**config.mk**
```make
export PLATFORM = sky130hd
export DESIGN_NAME = reg_write_arbiter
export DESIGN_NICKNAME = d
export VERILOG_FILES = /design/src/rtl/reg_write_arbiter_pkg.sv /design/src/rtl/reg_write_arbiter_rr_pick.sv /design/src/rtl/reg_write_arbiter.sv
export SDC_FILE = /design/constraint.sdc
export NUM_CORES = 1
export LEC_CHECK = 0
export BUFFER_PORTS_ARGS = -buffer_cell sky130_fd_sc_hd__buf_2
export CAP_MARGIN = 15
export CORE_AREA = 3 3 53 104
export CTS_CLUSTER_SIZE = 28
export DETAILED_ROUTE_END_ITERATION = 6
export DIE_AREA = 0 0 56 107
export GPL_TIMING_DRIVEN = 0
export PLACE_DENSITY = 0.76
export REMOVE_ABC_BUFFERS = 1
export SKIP_CTS_REPAIR_TIMING = 1
export SYNTH_ARGS = -nofsm -noshare
export SYNTH_HDL_FRONTEND = slang
export SYNTH_HIERARCHICAL = 1
export SYNTH_SLANG_ARGS = --single-unit
```
**constraint.sdc**
```tcl
create_clock -name clk -period 2.36 [get_ports clk]
set_input_delay 0.118 -clock clk [delete_from_list [all_inputs] [get_ports clk]]
set_output_delay 0.118 -clock clk [all_outputs]
set_load 0.01 [all_outputs]
```
**src/rtl/reg_write_arbiter_pkg.sv**
```systemverilog
// Shared defaults and requester indices for the register-bank write arbiter.
package reg_write_arbiter_pkg;

    localparam int DEF_NUM_REGS = 8;
    localparam int DEF_ADDR_W   = 3;
    localparam int DEF_DATA_W   = 16;
    localparam int DEF_NREQ     = 3;

    // Requester slots on the arbiter.
    localparam int REQ_CORE = 0;
    localparam int REQ_LSU  = 1;
    localparam int REQ_DBG  = 2;

    // Width of a binary requester index; at least one bit even for a single requester.
    function automatic int ptr_width(input int n);
        return (n > 1) ? $clog2(n) : 1;
    endfunction

endpackage

```
**src/rtl/reg_write_arbiter_rr_pick.sv**
```systemverilog
// Combinational rotate-priority picker: first eligible requester at or after rr_ptr wins.
module rr_pick
    import reg_write_arbiter_pkg::*;
#(
    parameter int NREQ  = DEF_NREQ,
    parameter int PTR_W = ptr_width(DEF_NREQ)
) (
    input  logic [NREQ-1:0]  eligible,
    input  logic [PTR_W-1:0] rr_ptr,
    output logic [NREQ-1:0]  gnt_onehot,
    output logic [PTR_W-1:0] gnt_idx,
    output logic             any
);

    // cand_idx[k] is the requester examined k-th in the search order.
    logic [PTR_W-1:0] cand_idx [NREQ];

    generate
        for (genvar gi = 0; gi < NREQ; gi++) begin : g_cand
            assign cand_idx[gi] = (int'(rr_ptr) + gi >= NREQ)
                                ? PTR_W'(int'(rr_ptr) + gi - NREQ)
                                : PTR_W'(int'(rr_ptr) + gi);
        end
    endgenerate

    // Scan from last to first so the earliest eligible candidate overwrites the rest.
    always_comb begin
        gnt_idx = '0;
        any     = 1'b0;
        for (int k = NREQ - 1; k >= 0; k--) begin
            if (eligible[cand_idx[k]]) begin
                gnt_idx = cand_idx[k];
                any     = 1'b1;
            end
        end
        gnt_onehot = any ? (NREQ'(1) << gnt_idx) : '0;
    end

endmodule

```
**src/rtl/reg_write_arbiter.sv**
```systemverilog
// Round-robin arbiter sharing the single write port of a load-enabled register bank.
// A grant produces a one-cycle ack plus a one-hot load (or a wp_err pulse when the
// target is protected or out of range); the bank captures on the falling edge.
module reg_write_arbiter
    import reg_write_arbiter_pkg::*;
#(
    parameter int NUM_REGS = DEF_NUM_REGS,
    parameter int ADDR_W   = DEF_ADDR_W,
    parameter int DATA_W   = DEF_DATA_W,
    parameter int NREQ     = DEF_NREQ
) (
    input  logic                     clk,
    input  logic                     reset,
    input  logic [NREQ-1:0]          req,
    input  logic [NREQ*ADDR_W-1:0]   req_addr,
    input  logic [NREQ*DATA_W-1:0]   req_data,
    input  logic [NUM_REGS-1:0]      wp_mask,
    output logic [NREQ-1:0]          ack,
    output logic [NUM_REGS-1:0]      load,
    output logic [DATA_W-1:0]        wdata,
    output logic                     wp_err,
    output logic [NREQ-1:0]          last_gnt
);

    localparam int PTR_W = ptr_width(NREQ);

    logic [NREQ-1:0]     ack_reg,      ack_next;
    logic [NUM_REGS-1:0] load_reg,     load_next;
    logic [DATA_W-1:0]   wdata_reg,    wdata_next;
    logic                wp_err_reg,   wp_err_next;
    logic [NREQ-1:0]     last_gnt_reg, last_gnt_next;
    logic [PTR_W-1:0]    rr_ptr_reg,   rr_ptr_next;

    logic [NREQ-1:0]     eligible;
    logic [NREQ-1:0]     win_onehot;
    logic [PTR_W-1:0]    win_idx;
    logic                win_any;
    logic [ADDR_W-1:0]   win_addr;
    logic [DATA_W-1:0]   win_data;
    logic                win_protected;
    logic [NUM_REGS-1:0] load_onehot;

    // A requester acked this cycle is masked so its still-held req cannot double-grant.
    assign eligible = req & ~ack_reg;

    rr_pick #(
        .NREQ  (NREQ),
        .PTR_W (PTR_W)
    ) u_pick (
        .eligible   (eligible),
        .rr_ptr     (rr_ptr_reg),
        .gnt_onehot (win_onehot),
        .gnt_idx    (win_idx),
        .any        (win_any)
    );

    // Select the winner's address and data from the flattened request buses.
    always_comb begin
        win_addr = '0;
        win_data = '0;
        for (int i = 0; i < NREQ; i++) begin
            if (win_idx == PTR_W'(i)) begin
                win_addr = req_addr[i*ADDR_W +: ADDR_W];
                win_data = req_data[i*DATA_W +: DATA_W];
            end
        end
    end

    // Out-of-range indices are treated exactly like protected registers.
    always_comb begin
        win_protected = 1'b1;
        if (int'(win_addr) < NUM_REGS) begin
            win_protected = wp_mask[win_addr];
        end
    end

    generate
        for (genvar gi = 0; gi < NUM_REGS; gi++) begin : g_load
            assign load_onehot[gi] = (int'(win_addr) == gi);
        end
    endgenerate

    // Grant decode: pulses default low, data bus and pointer hold when idle.
    always_comb begin
        ack_next      = '0;
        load_next     = '0;
        wp_err_next   = 1'b0;
        wdata_next    = wdata_reg;
        last_gnt_next = last_gnt_reg;
        rr_ptr_next   = rr_ptr_reg;
        if (win_any) begin
            ack_next      = win_onehot;
            last_gnt_next = win_onehot;
            wdata_next    = win_data;
            rr_ptr_next   = (win_idx == PTR_W'(NREQ - 1)) ? '0 : win_idx + PTR_W'(1);
            if (win_protected) begin
                wp_err_next = 1'b1;
            end else begin
                load_next = load_onehot;
            end
        end
    end

    // State and output registers; reset clears load immediately so a pending bank write is cancelled.
    always_ff @(posedge clk or posedge reset) begin
        if (reset) begin
            ack_reg      <= '0;
            load_reg     <= '0;
            wdata_reg    <= '0;
            wp_err_reg   <= 1'b0;
            last_gnt_reg <= '0;
            rr_ptr_reg   <= '0;
        end else begin
            ack_reg      <= ack_next;
            load_reg     <= load_next;
            wdata_reg    <= wdata_next;
            wp_err_reg   <= wp_err_next;
            last_gnt_reg <= last_gnt_next;
            rr_ptr_reg   <= rr_ptr_next;
        end
    end

    assign ack      = ack_reg;
    assign load     = load_reg;
    assign wdata    = wdata_reg;
    assign wp_err   = wp_err_reg;
    assign last_gnt = last_gnt_reg;

endmodule

```
## After elaboration in Yosys (flattened, before gate mapping)

Cells that the tools add are included.
Widths: inputs -> output; s select.

- Muxes and demuxes: 29
- Shift operators: 1
- Reductions and logical operators: 2
- Equal/unequal tests: 9
- $add $sub $neg: 6
- Bitwise gates (word level): 2
- Magnitude comparators: 7

Operators by type and width:

| operator | number |
|---|---|
| $mux 16 | 3 |
| $mux 8 | 2 |
| $mux 2 | 7 |
| $eq 3x3->1 const B | 4 |
| $mux 3 | 4 |
| $lt 2x3->1 const B | 3 |
| $mux 1 | 9 |
| $bmux 1 s2 | 3 |
| $eq 3x2->1 const B | 2 |
| $ge 3x2->1 const B | 2 |
| $lt 3x4->1 const B | 1 |
| $sub 2x1->2 const B | 2 |
| $add 2x1->3 const B | 1 |
| $add 2x2->3 const B | 1 |
| $and 3x3->3 | 1 |
| $bmux 1 s3 | 1 |
| $eq 3x1->1 const B | 1 |
| $logic_not 3->1 | 1 |
| $not 3->3 | 1 |
| $shl 1x2->3 const A | 1 |
| $add 2x1->2 const B | 1 |
| $eq 2x1->1 const B | 1 |
| $eq 2x2->1 const B | 1 |
| $ge 2x2->1 const B | 1 |
| other kinds (2) | 2 |

- Flip-flop bits (word level): 33
- Output and inout bits: 31
- Word-level logic and storage cells: 62

## Longest topological paths before layout

- Word-level depth: 16
- Mapped depth: 14
- Gate-level depth less buffers: 11

## Modules after synthesis

The synthesis kept the hierarchy.

By module, submodules not included:

| module | instances | cells an instance | sequential area each (sq um) | area an instance (sq um) |
|---|---|---|---|---|
| reg_write_arbiter | 1 | 169 | 825.8 | 1700.4 |
| rr_pick | 1 | 34 | 0.0 | 266.5 |

## Worst setup path after synthesis

No wires, ideal clock.

- Path type: register to register
- From: register rr_ptr_reg[0]
- To: register wp_err_reg, in the netlist wp_err
- Data arrival time: 2.389 ns
- Library setup time: 0.138 ns
- Path slack: -0.167 ns
- Period minus slack after synthesis: 2.527 ns
- Stages on the path, launching flop included: 14
- Path buffers: 3
- Path through: dfrtp_1 -> inv_1 -> ha_1 -> buf_6 -> and2b_1 -> o31ai_2 -> nor2_1 -> a21o_1 -> buf_2 -> buf_6 -> o21ai_4 -> mux2i_1 -> o22a_1 -> o221ai_1

- Longest elaborated chain between the ends: 16

RTL lines:

| what | line | RTL |
|---|---|---|
| start: declaration | reg_write_arbiter.sv:32 | `logic [PTR_W-1:0] rr_ptr_reg, rr_ptr_next;` |
| start signal: assignment | reg_write_arbiter.sv:119 | `rr_ptr_reg <= rr_ptr_next;` |
| $add 2x2->3 | reg_write_arbiter_rr_pick.sv:20 | `assign cand_idx[gi] = (int'(rr_ptr) + gi >= NREQ)` |
| $ge 3x2->1 / $sub 2x1->2 (equally long branches) | reg_write_arbiter_rr_pick.sv:20, reg_write_arbiter_rr_pick.sv:21 |  |
| $mux 2 | reg_write_arbiter_rr_pick.sv:21 | `? PTR_W'(int'(rr_ptr) + gi - NREQ)` |
| $bmux 1 s2 | reg_write_arbiter_rr_pick.sv:31 | `if (eligible[cand_idx[k]]) begin` |
| $mux 1 (implied by the code) | reg_write_arbiter_rr_pick.sv:31 |  |
| $mux 2 (2 in series) | reg_write_arbiter_rr_pick.sv:31 |  |
| $mux 2 * | reg_write_arbiter_rr_pick.sv:31 |  |
| via win_idx[0] | reg_write_arbiter.sv:36 | `logic [PTR_W-1:0] win_idx;` |
| $logic_not 2->1 | reg_write_arbiter.sv:62 | `if (win_idx == PTR_W'(i)) begin` |
| $mux 3 (2 in series) | reg_write_arbiter.sv:62 |  |
| $mux 3 * | reg_write_arbiter.sv:62 |  |
| $bmux 1 s3 * | reg_write_arbiter.sv:73 | `win_protected = wp_mask[win_addr];` |
| $mux 1 (implied by the code) * | reg_write_arbiter.sv:73 |  |
| $mux 1 * | reg_write_arbiter.sv:96 | `if (win_protected) begin` |
| $mux 1 * | reg_write_arbiter.sv:91 | `if (win_any) begin` |
| via wp_err_next | reg_write_arbiter.sv:30 | `logic wp_err_reg, wp_err_next;` |
| end signal: assignment | reg_write_arbiter.sv:117 | `wp_err_reg <= wp_err_next;` |
| end: declaration | reg_write_arbiter.sv:30 |  |

Mark *: on every way through the listed nets, which the timed path passes. The rest lies on a longest branch. The select of a mux whose other input is x is not followed.
A chain may end at the register's enable or synchronous reset.

## Worst setup path after layout

Same ends and word-level chain as after synthesis.

==> flow_summary.ini <==
[final_layout]
final_area_um2 = 3130
final_util = 0.643
finalNonFillerCells = 381
largest_reg_flops = 16
nets = 397
fillers = 399
drive_gt1_frac = 0.580
n_antenna_cell = 0
area_growth_pct = 59.1

[placement]
dp_hpwl_um = 4210
placed_cell_area_um2 = 2540
place_inst = 349
pre_cts_ws_ns = -1.07
port_buffers = 100
gp_congestion = 0.825

[clock_tree]
worstSkewPairLatency_ns = 0.28
cts_inserted_buffers = 5
clockRootBuffer = clkbuf_8
clk_path_buf_depth = 2
clk_pin_slew_ns = 0.07
clock-sinks = 33
cts_tree = built
htree_levels = 2

[power_and_ir_drop]
peakVddDrop_v = 0.000895
pwr-share-clk = 0.104
p_int_mw = 2.80
power.density_nw_per_um2 = 1560
p_sw_frac = 0.425
p_leak_nw = 1.51
p_comb_frac = 0.699
seq_power_share = 0.196
fin_total_pwr_mw = 4.87
p_sw_mw = 2.07

[synth]
synth.distinct_cells = 35
synthArstFlopShare = 1.00
synth_top_cell_by_area = dfrtp_1
ys_ff_latch = 33
synthTopCellsByArea = dfrtp_1, mux2i_1, a21oi_1
netlist_area_um2 = 1970
netlist.area_leader.share = 0.420
synth_most_common_cell = nor2_1
synth_warnings = 6
synth_seq_area_share = 0.420
synthTopCellsByCount = nor2_1, a21oi_1, dfrtp_1
syn_inst = 203
ys.flop_type = dfrtp_1
synth-edff-count = 0
syn_area_per_cell_um2 = 9.69

[job]
max_cap_violations = 0

[die]
dieArea_um2 = 5990
initial_core_util = 0.404
io_pins = 101
core_area_um2 = 4860
die_h_um = 107
rows = 36
die_w_um = 56

[hold_path]
holdCritPathClass = in2async

[worst_setup_path]
crit_type = reg2reg
r2r_slack_ns = -0.24
cp_max_fo = 7
setup.worst_path.start_class = flip-flop
crit_path_end_kind = flip-flop
worst-endpoint-arrival_ns = 2.79
timing.rr.start = rr_ptr_reg[0]
required_ns = 2.56
r2r_end = wp_err
reg2regPathDepth = 12

[sta]
report.final.setup_viol = 23
layout_setup_ws_ns = -0.236
drv_slew = 0
slew_headroom = 0.481
hold_viol = 16
tns_ns = -1.91
worst-slew-pin-transition_ns = 0.777
min_period_ns = 2.60
finalHoldWorstSlack_ns = -0.0262
fmax_ghz = 0.385
fin_crit_sh = 1.10
grt_setup_unrepaired = yes
skew_ns = 0.00960

[global_routing]
grt.total_usage = 0.178
gr-total-overflow = 0
grt_pass1_wl_um = 8470
grt_pass1_vias = 1851
grt_start_max_net_pins = 29
antenna_found_initial = 0

[route]
drtPass1Iterations = 4
vias = 2000
dr.first_iter.drc_count = 38
post-route-drc-count = 0
wl_um = 6270
final_antenna_net_count = 0
routed_via_density = 5.25
wl_per_cell_um = 16.5

[outcome]
violations = negative hold slack, negative setup slack
status = complete, but fails checks
==> cell families after synthesis <==
family,Yosys count,synth area share
mux,31,0.161
flops,33,0.420
buf+inv,19,0.0636
simple gates,67,0.181
compound gates,50,0.155
fa+ha+maj,3,0.0191
==> power by group through the flow <==
stage / Combinational [mW] / Clock [mW] / Sequential (mW)
floorplan: 1.50 / 0 / 1.07
global placement: 2.22 / 0 / 0.944
detailed placement: 2.45 / 0 / 0.954
CTS: 2.46 / 0.519 / 0.947
global route: 3.67 / 0.556 / 0.989
finish: 3.40 / 0.508 / 0.955
==> worst max-delay path: stages, from the launching register on <==
cell and delay, ns:
dfrtp_2 0.42, buf_6 0.13, ha_4 0.18, buf_6 0.12
and4bb_4 0.19, o31ai_4 0.32, nor2_4 0.09, a21o_4 0.25
nand3b_1 0.14, o21ai_4 0.12, or2_4 0.26, o22a_1 0.22
o221ai_2 0.07
==> layer usage <==
| layer | track usage | routed length [um] | vias to the layer above |
|---|---|---|---|
| li1 | - | - | 956 |
| met1 | 0.176 | 2180 | 963 |
| met2 | 0.349 | 3680 | 67 |
| met3 | 0.0373 | 241 | 14 |
| met4 | 0.0679 | 165 | 0 |
| met5 | 0 | 0 | - |
==> cell usage in the layout (no fill, tap or decap), types with 3 or more instances in the layout <==
| master | synthesis | final |
|---|---|---|
| buf_2 | 4 | 100 |
| nor2_1 | 34 | 33 |
| dfrtp_1 | 33 | 31 |
| mux2i_1 | 26 | 23 |
| a21oi_1 | 33 | 16 |
| a21oi_2 | 1 | 16 |
| buf_4 | 1 | 13 |
| nor3b_2 | 0 | 5 |
| mux2_2 | 5 | 5 |
| clkbuf_8 | 0 | 5 |
| dlygate4sd3_1 | 0 | 5 |
| buf_6 | 6 | 5 |
| and2_1 | 4 | 3 |
| nand3b_1 | 3 | 3 |
| inv_1 | 4 | 3 |
| buf_16 | 0 | 3 |
==> worst max-delay path by stage <==
stage                       start        to  cells after the start
floorplan           rr_ptr_reg[0]    wp_err                      9
global placement    rr_ptr_reg[0]  wdata[6]                      7
detailed placement  rr_ptr_reg[1]  wdata[9]                     10
CTS                 rr_ptr_reg[1]  wdata[9]                     10
global route        rr_ptr_reg[1]    wp_err                     10
finish              rr_ptr_reg[0]    wp_err                     12
==> final cells by class <==
type / instances / area [um2] / area share
inverter: 4 / 15.0 / 0.00480
timing repair buffer: 127 / 802 / 0.256
sequential: 33 / 828 / 0.265
tap: 57 / 71.3 / 0.0228
clock inverter: 2 / 35.0 / 0.0112
multi-input combinational: 153 / 1310 / 0.418
clock buffer: 5 / 68.8 / 0.0220
No activity file was read; power rests on OpenSTA's default activity.
